### src/rtl/ram_arbiter_pkg.sv
// Shared definitions for the ram_arbiter front end: address width helper,
// grant encoding and stall counter limit.
package ram_arbiter_pkg;

  typedef enum logic [1:0] {
    GRANT_NONE = 2'd0,
    GRANT_A    = 2'd1,
    GRANT_B    = 2'd2
  } grant_t;

  localparam logic [15:0] STALL_MAX = 16'hFFFF;

  function automatic int addr_width(input int depth);
    return (depth > 1) ? $clog2(depth) : 1;
  endfunction

endpackage

### src/rtl/rr_arb2.sv
// Two-way round-robin arbiter: bit 0 = port A, bit 1 = port B.
// On a conflict the most recently granted port loses; history moves only on a grant.
module rr_arb2
  import ram_arbiter_pkg::*;
(
  input  logic       clk,
  input  logic       rst,
  input  logic [1:0] req,
  output logic [1:0] grant
);

  grant_t last;

  always_comb begin
    grant = '0;
    if (!rst) begin
      unique case (req)
        2'b01:   grant = 2'b01;
        2'b10:   grant = 2'b10;
        2'b11:   grant = (last == GRANT_A) ? 2'b10 : 2'b01;
        default: grant = '0;
      endcase
    end
  end

  always_ff @(posedge clk) begin
    if (rst) begin
      last <= GRANT_A;
    end else if (grant[0]) begin
      last <= GRANT_A;
    end else if (grant[1]) begin
      last <= GRANT_B;
    end
  end

endmodule

### src/rtl/ram_arbiter.sv
// Two-requester front end for a single-port, one-cycle-latency RAM:
// arbitration, RAM drive, read-response routing with hold, stall counter.
module ram_arbiter
  import ram_arbiter_pkg::*;
#(
  parameter  int SIZE  = 16,
  parameter  int DEPTH = 256,
  localparam int AW    = addr_width(DEPTH)
) (
  input  logic            clk,
  input  logic            rst,
  input  logic            a_req,
  input  logic [AW-1:0]   a_addr,
  output logic            a_ack,
  output logic            a_rvalid,
  output logic [SIZE-1:0] a_rdata,
  input  logic            b_req,
  input  logic            b_we,
  input  logic [AW-1:0]   b_addr,
  input  logic [SIZE-1:0] b_wdata,
  output logic            b_ack,
  output logic            b_rvalid,
  output logic [SIZE-1:0] b_rdata,
  output logic [AW-1:0]   ram_address,
  output logic [SIZE-1:0] ram_write_data,
  output logic            ram_write_en,
  input  logic [SIZE-1:0] ram_read_data,
  output logic [15:0]     stall_count
);

  logic [1:0]      grant;
  logic            pend_a, pend_b;
  logic [SIZE-1:0] hold_a, hold_b;

  rr_arb2 u_arb (
    .clk   (clk),
    .rst   (rst),
    .req   ({b_req, a_req}),
    .grant (grant)
  );

  assign a_ack = grant[0];
  assign b_ack = grant[1];

  assign ram_address    = b_ack ? b_addr : a_addr;
  assign ram_write_en   = b_ack & b_we;
  assign ram_write_data = b_wdata;

  // Gating with rst drops a response whose read was granted just before reset.
  assign a_rvalid = pend_a & ~rst;
  assign b_rvalid = pend_b & ~rst;

  assign a_rdata = a_rvalid ? ram_read_data : hold_a;
  assign b_rdata = b_rvalid ? ram_read_data : hold_b;

  always_ff @(posedge clk) begin
    if (rst) begin
      pend_a      <= 1'b0;
      pend_b      <= 1'b0;
      hold_a      <= '0;
      hold_b      <= '0;
      stall_count <= '0;
    end else begin
      pend_a <= a_ack;
      pend_b <= b_ack & ~b_we;
      if (a_rvalid) hold_a <= ram_read_data;
      if (b_rvalid) hold_b <= ram_read_data;
      if (((a_req & ~a_ack) | (b_req & ~b_ack)) && (stall_count != STALL_MAX))
        stall_count <= stall_count + 16'd1;
    end
  end

endmodule

### config.mk
export PLATFORM = sky130hd
export DESIGN_NAME = ram_arbiter
export DESIGN_NICKNAME = d
export VERILOG_FILES = /design/src/rtl/ram_arbiter_pkg.sv /design/src/rtl/rr_arb2.sv /design/src/rtl/ram_arbiter.sv
export SDC_FILE = /design/constraint.sdc
export NUM_CORES = 1
export LEC_CHECK = 0
export CAP_MARGIN = 20
export CORE_UTILIZATION = 39
export DETAILED_ROUTE_END_ITERATION = 12
export GPL_TIMING_DRIVEN = 1
export HOLD_SLACK_MARGIN = 0.12
export PLACE_DENSITY = 0.8
export SLEW_MARGIN = 5
export SYNTH_ARGS = -nofsm -noshare
export SYNTH_HDL_FRONTEND = slang
export SYNTH_SLANG_ARGS = --single-unit
### constraint.sdc
create_clock -name clk -period 2.2 [get_ports clk]
set_input_delay 0.44 -clock clk [delete_from_list [all_inputs] [get_ports clk]]
set_output_delay 0.44 -clock clk [all_outputs]
set_load 0.02 [all_outputs]
==> impl_metrics.ini, run 1 <==
[run_status]
status = complete, no violations

[critical_path]
r2r_start = stall_count[1]$_SDFFE_PP0P_
cp.required_ns = 1.76
rr_endpoint = stall_count[1]$_SDFFE_PP0P_
reg2reg_depth = 6
worst-path-buf-inv = 4
crit_arrival_ns = 1.69
cp_slowest_cell = clkdlybuf4s50_1
crit_fanout = 5
rrSetupSlack_ns = 0.24
critPathTopFamily = buffers and inverters
startpoint_type = input pin
worstSetupPathType = input pin to output port
crit_path_end_kind = output port
cp_cell_sequence = clkdlybuf4s50_1, buf_4, inv_1, o211a_1, dlygate4sd2_1
critical-path-max-stage-delay_ns = 0.49

[detailed_routing]
drt_iter0_markers = 27
wl_mm = 5.42
drcViolationCount = 0
dr.pass1.iters = 4
drtAntennaViolNets = 0
vias_per_cell = 5.08
detail_route.wl_per_cell_um = 13.2
dr_total_vias = 2078

[finish]
fin_nets = 387
nFillCells = 547
layoutNonFillerInstCount = 409
drive_gt1_share_pct = 27.8
diodes = 0
area.growth.synth_to_final_pct = 45.8

[synthesis]
synth-edff-count = 0
synth_top_area_share_pct = 42.6
yosys.area_share.simple_pct = 20.0
synthCells = 239
synth_most_common_cell = dfxtp_1
ys_seq_elements = 52
netlist_top_cells_count = 52 x dfxtp_1, 41 x mux2_2, 33 x and2_1, 18 x buf_4, 11 x a21oi_1
yosysSeqAreaShare_pct = 42.6
synthMuxAreaShare_pct = 19.9
avgSynthCellArea_um2 = 10.2
synth-warning-count = 0
synth_area_leader_cell = dfxtp_1
mappedNetlistArea_um2 = 2440
ys.flop_type = dfxtp_1
synth_top_family_by_area = simple AND/OR/NAND/NOR gates
synth_compound_area_share_pct = 7.84
synth_cell_types = 38
synth_nets = 293
yosys.area_share.adder_pct = 0.923
synthArstFlopShare_pct = 0
synth.area.top_cells = dfxtp_1 43%, mux2_2 19%, and2_1 8.5%, buf_4 5.5%, a21oi_1 2.3%
synthXorXnorAreaFrac_pct = 0.359

[timing]
finClkSkew_ns = 0.00887
holdWs_ns = 0.486
maxSlewViolCount = 0
slew_headroom_pct = 70.4
fin_crit_sh_pct = 96.9
max_freq_mhz = 469
setup_viol = 0
rsz0062_at_grt = false
worst_slew_pin_slew_ns = 0.443
finalHoldViolations = 0
post-route-min-period_ns = 2.13

[power]
p_leak_nw = 1.54
irDropWorstVdd_v = 0.000238
powerDensity_nw_per_um2 = 533

[clocking]
h-tree-depth = 2
clock-root-buffer = clkbuf_8
clock-sinks = 52
cts_tree = built
insertion_delay_ns = 0.30
cts_buffers = 5
clk_pin_slew_ns = 0.09
holdBufCountCts = 0
post_cts_buffers = 0
cts_buffer_depth = 2

[die]
die-width_um = 81.1
die_y_um = 81.1
core_area_um2 = 5990
start_util_pct = 40.7
pin_count = 130
fp-row-count = 28
die_area_um2 = 6580

[placement]
port_buffers = 97
gp_congestion = 0.789
dp_hpwl_mm = 3.95
post-place-cells = 400

[grt]
grt_pass1_vias = 1928
grt_usage_pct = 16.6
grt.overflow.total = 0
grt_max_degree = 37
grt_pass1_wl_mm = 8.49
antenna_found_initial = 0

[hold_path]
holdPathEnd = u_arb.last[1]$_SDFFE_PP0N_
min-delay-start = u_arb.last[1]$_SDFFE_PP0N_
hold_depth = 1
hold_class = flop to flop

[run]
maxCapViolCount = 0
## cells by family (layout without fill, tap and decap cells)
| logic type | Yosys count | after routing |
|---|---|---|
| AOI/OAI and AO/OA | 29 | 29 |
| xor gates and xnor gates | 1 | 1 |
| adders and majority gates | 2 | 2 |
| buffers and inverters | 32 | 127 |
| DFF | 52 | 52 |
| muxes | 43 | 43 |
| and+or+nand+nor | 80 | 80 |
## placed cells by master (no fill, tap or decap), drive strengths merged, types with 4 or more instances in the layout
| cell | netlist | routed |
|---|---|---|
| dfxtp | 52 | 52 |
| inv | 4 | 4 |
| or3 | 6 | 6 |
| a21oi | 11 | 11 |
| or4 | 4 | 4 |
| nand4 | 6 | 6 |
| nor2b | 4 | 4 |
| buf | 22 | 31 |
| mux2 | 42 | 42 |
| clkbuf | 5 | 6 |
| clkdlybuf4s15 | 0 | 16 |
| dlygate4sd2 | 0 | 15 |
| nor2 | 6 | 6 |
| o31ai | 4 | 4 |
| o21ai | 7 | 7 |
| and2 | 33 | 33 |
| nand2 | 6 | 6 |
| nand3 | 6 | 6 |
| clkdlybuf4s50 | 0 | 51 |
## sequential cells by signal, indices dropped and copies added (netlist names)
signal / flops
hold_a: 16
pend_b: 1
u_arb.last: 2
hold_b: 16
pend_a: 1
stall_count: 16
## where the power goes
| group | switching, W | internal, W | total, W |
|---|---|---|---|
| Sequential | 0.0000114 | 0.000965 | 0.000976 |
| Clock | 0.000311 | 0.000255 | 0.000566 |
| Combinational | 0.000160 | 0.000195 | 0.000355 |
## per-layer routing
layer | global-route usage, % | wire length, um | vias to the layer above | part of all wire (%)
met5 | 0 | 0 | - | 0
met4 | 6.43 | 76 | 0 | 1.4
met3 | 5.06 | 447 | 14 | 8.2
met2 | 28.5 | 2650 | 81 | 49
met1 | 19.3 | 2240 | 970 | 41
li1 | - | - | 1013 | -
## through the flow
stage	area (um^2)	total power (W)	util (%)	setup WS, ns	TNS [ns]
2_1_floorplan	2440	0.00121	-	0.185	0
3_3_place_gp	3480	0.00137	58.1	-0.489	-21.69
3_5_place_dp	3480	0.00137	58.1	-0.508	-22.83
4_1_cts	3560	0.00192	59.5	0.000596	0
5_1_grt	3560	0.00200	59.4	0.000775	0
6_report	3560	0.00190	59.4	0.0690	0
## worst register-to-register path: stages (launching register included)
cell and delay, ns:
dfxtp_1 0.42, ha_1 0.23, nand3_1 0.22, o41ai_4 0.51, buf_4 0.24, mux2i_1 0.19, nor2_1 0.05
## cell type report
class / instances / area [um^2] / area share, %
Tap cell: 75 / 93.8 / 2.64
Multi-Input combinational cell: 155 / 1230 / 34.6
Clock buffer: 6 / 82.6 / 2.32
Inverter: 5 / 20.0 / 0.562
Timing Repair Buffer: 114 / 1080 / 30.3
Clock inverter: 2 / 15.0 / 0.422
Sequential cell: 52 / 1040 / 29.2
## worst max path at each step
stage | depth (start not counted) | from | to | slack [ns]
2_1_floorplan | 5 | rst | ram_address[0] | 0.19
3_3_place_gp | 5 | rst | a_rdata[10] | -0.49
3_5_place_dp | 6 | rst | ram_address[7] | -0.51
4_1_cts | 5 | rst | a_rdata[3] | 0.0006
5_1_grt | 6 | u_arb.last[1]$_SDFFE_PP0N_ | ram_address[4] | 0.0008
6_report | 5 | b_req | a_ack | 0.07
## timing repair
action                     in CTS  in global routing
setup endpoints to repair      45                 31
gates cloned                    1                  0
pin swaps                       1                  1
resized for setup              93                 25
Note: power is estimated with default switching activity, not from simulation.
==> run 2: changes to the inputs <==
GPL_TIMING_DRIVEN = unset   (was 1)
RECOVER_POWER = 100   (was unset)
==> run 2 against run 1 <==
Total power decreased by 0.33%; die area unchanged; utilization down 0.23 points; first-iteration DRC count down 22%; clock skew is 0.0013 ns lower; largest power group unchanged.
==> impl_metrics.ini, run 2 (synthesis gave the netlist of run 1 again) <==
[run_status]
status = complete, no violations

[detailed_routing]
vias_per_cell = 5.06
dr_total_vias = 2071
wl_mm = 5.39
drcViolationCount = 0
drt_iter0_markers = 21
drtAntennaViolNets = 0
dr.pass1.iters = 4
detail_route.wl_per_cell_um = 13.2

[critical_path]
cp.required_ns = 1.76
startpoint_type = input pin
crit_path_end_kind = output port
worstSetupPathType = input pin to output port
crit_fanout = 17
crit_arrival_ns = 1.68

[placement]
dp_hpwl_mm = 3.95
post-place-cells = 400
gp_congestion = 0.789
placed_area_um2 = 3480
port_buffers = 97

[timing]
max_freq_mhz = 471
rsz0062_at_grt = false
worst_slew_pin_slew_ns = 0.428
finClkSkew_ns = 0.00754
maxSlewViolCount = 0
fin_crit_sh_pct = 96.5
slew_headroom_pct = 71.4
setup_viol = 0
post-route-min-period_ns = 2.12
finalHoldViolations = 0

[die]
start_util_pct = 40.7
die_area_um2 = 6580
die_y_um = 81.1
fp-row-count = 28
die-width_um = 81.1
core_area_um2 = 5990
pin_count = 130

[finish]
top_regs = hold_a (16), hold_b (16), stall_count (16)
layoutNonFillerInstCount = 409
nFillCells = 551
final_core_util_pct = 59.2
layout_common_cells = 52 x dfxtp_1, 38 x mux2_2, 35 x clkdlybuf4s50_1
diodes = 0
final_common_cell = dfxtp_1
area.growth.synth_to_final_pct = 45.3
fin_nets = 387
fin_area_um2 = 3550
drive_gt1_share_pct = 26.0

[clocking]
clock-sinks = 52
holdBufCountCts = 0
clock-root-buffer = clkbuf_8
cts_buffers = 5
cts_buffer_depth = 2
insertion_delay_ns = 0.30
post_cts_buffers = 0
clk_pin_slew_ns = 0.09
cts_tree = built
h-tree-depth = 2

[grt]
grt_usage_pct = 16.6
grt_pass1_wl_mm = 8.49
grt.overflow.total = 0
grt_pass1_vias = 1928
antenna_found_initial = 0
grt_max_degree = 37

[hold_path]
hold_class = flop to flop

[power]
p_leak_nw = 1.58
irDropWorstVdd_v = 0.000239
powerDensity_nw_per_um2 = 533

[run]
maxCapViolCount = 0
-- run 2: changes by cell type in the layout (fill, tap and decap cells not counted), sizes merged --
| cell | delta |
|---|---|
| clkdlybuf4s50 | -16 |
| buf | -17 |
| clkbuf | +17 |
| dlygate4sd3 | +16 |
-- run 2: area by class of cell --
class | count | area (um^2) | share of cell area, %
Multi-Input combinational cell | 155 | 1220 | 34.5
Tap cell | 75 | 93.8 | 2.65
Clock inverter | 2 | 15.0 | 0.423
Inverter | 5 | 20.0 | 0.565
Sequential cell | 52 | 1040 | 29.4
Clock buffer | 6 | 82.6 | 2.33
Timing Repair Buffer | 114 | 1070 | 30.2
-- run 2: per-stage QoR --
stage	setup WS, ns	setup TNS [ns]	hold WS (ns)	power [W]
floorplan	0.185	0	0.432	0.00121
finish	0.0773	0	0.487	0.00189
global placement	-0.489	-21.69	0.440	0.00137
CTS	0.000596	0	0.475	0.00192
detailed placement	-0.508	-22.83	0.453	0.00137
global route	0.000797	0	0.527	0.00199
-- run 2: critical path, cell delays in order --
cell             delay (ns)
clkdlybuf4s15_2        0.25
clkinv_2               0.09
nand2_2                0.08
buf_12                 0.15
mux2_2                 0.35
dlygate4sd2_1          0.32
-- run 2: final timing paths --
check	startpoint	endpoint	slack, ns	depth (start not counted)
max	rst	b_rdata[0]	0.08	6
max reg2reg	stall_count[1]$_SDFFE_PP0P_	stall_count[7]$_SDFFE_PP0P_	0.23	7
min reg2reg	u_arb.last[1]$_SDFFE_PP0N_	u_arb.last[1]$_SDFFE_PP0N_	0.49	1
min	u_arb.last[1]$_SDFFE_PP0N_	u_arb.last[1]$_SDFFE_PP0N_	0.49	1
-- run 2: where the power goes --
group	switching (W)	internal, W
clock network	0.000309	0.000255
registers	0.0000112	0.000965
logic	0.000160	0.000191
total	0.000481	0.00141
-- run 2: layer usage --
| metal | wire length, um | vias up | GRT usage (%) | part of all wire (%) |
|---|---|---|---|---|
| li1 | - | 1010 | - | - |
| met5 | 0 | - | 0 | 0 |
| met3 | 453 | 12 | 5.06 | 8.4 |
| met2 | 2650 | 85 | 28.5 | 49 |
| met1 | 2230 | 964 | 19.3 | 41 |
| met4 | 68 | 0 | 6.43 | 1.3 |
-- run 2: what timing repair did --
action / in CTS / in global routing
gates cloned: 1 / 0
resized for setup: 93 / 25
endpoints found under the setup margin: 45 / 31
pin swaps: 1 / 1
==> run 3: changes to the inputs <==
ABC_CLOCK_PERIOD_IN_PS = 2200   (was unset)
==> results of run 3 <==
The final DEF is identical to that of run 2; final timing and power are the same.
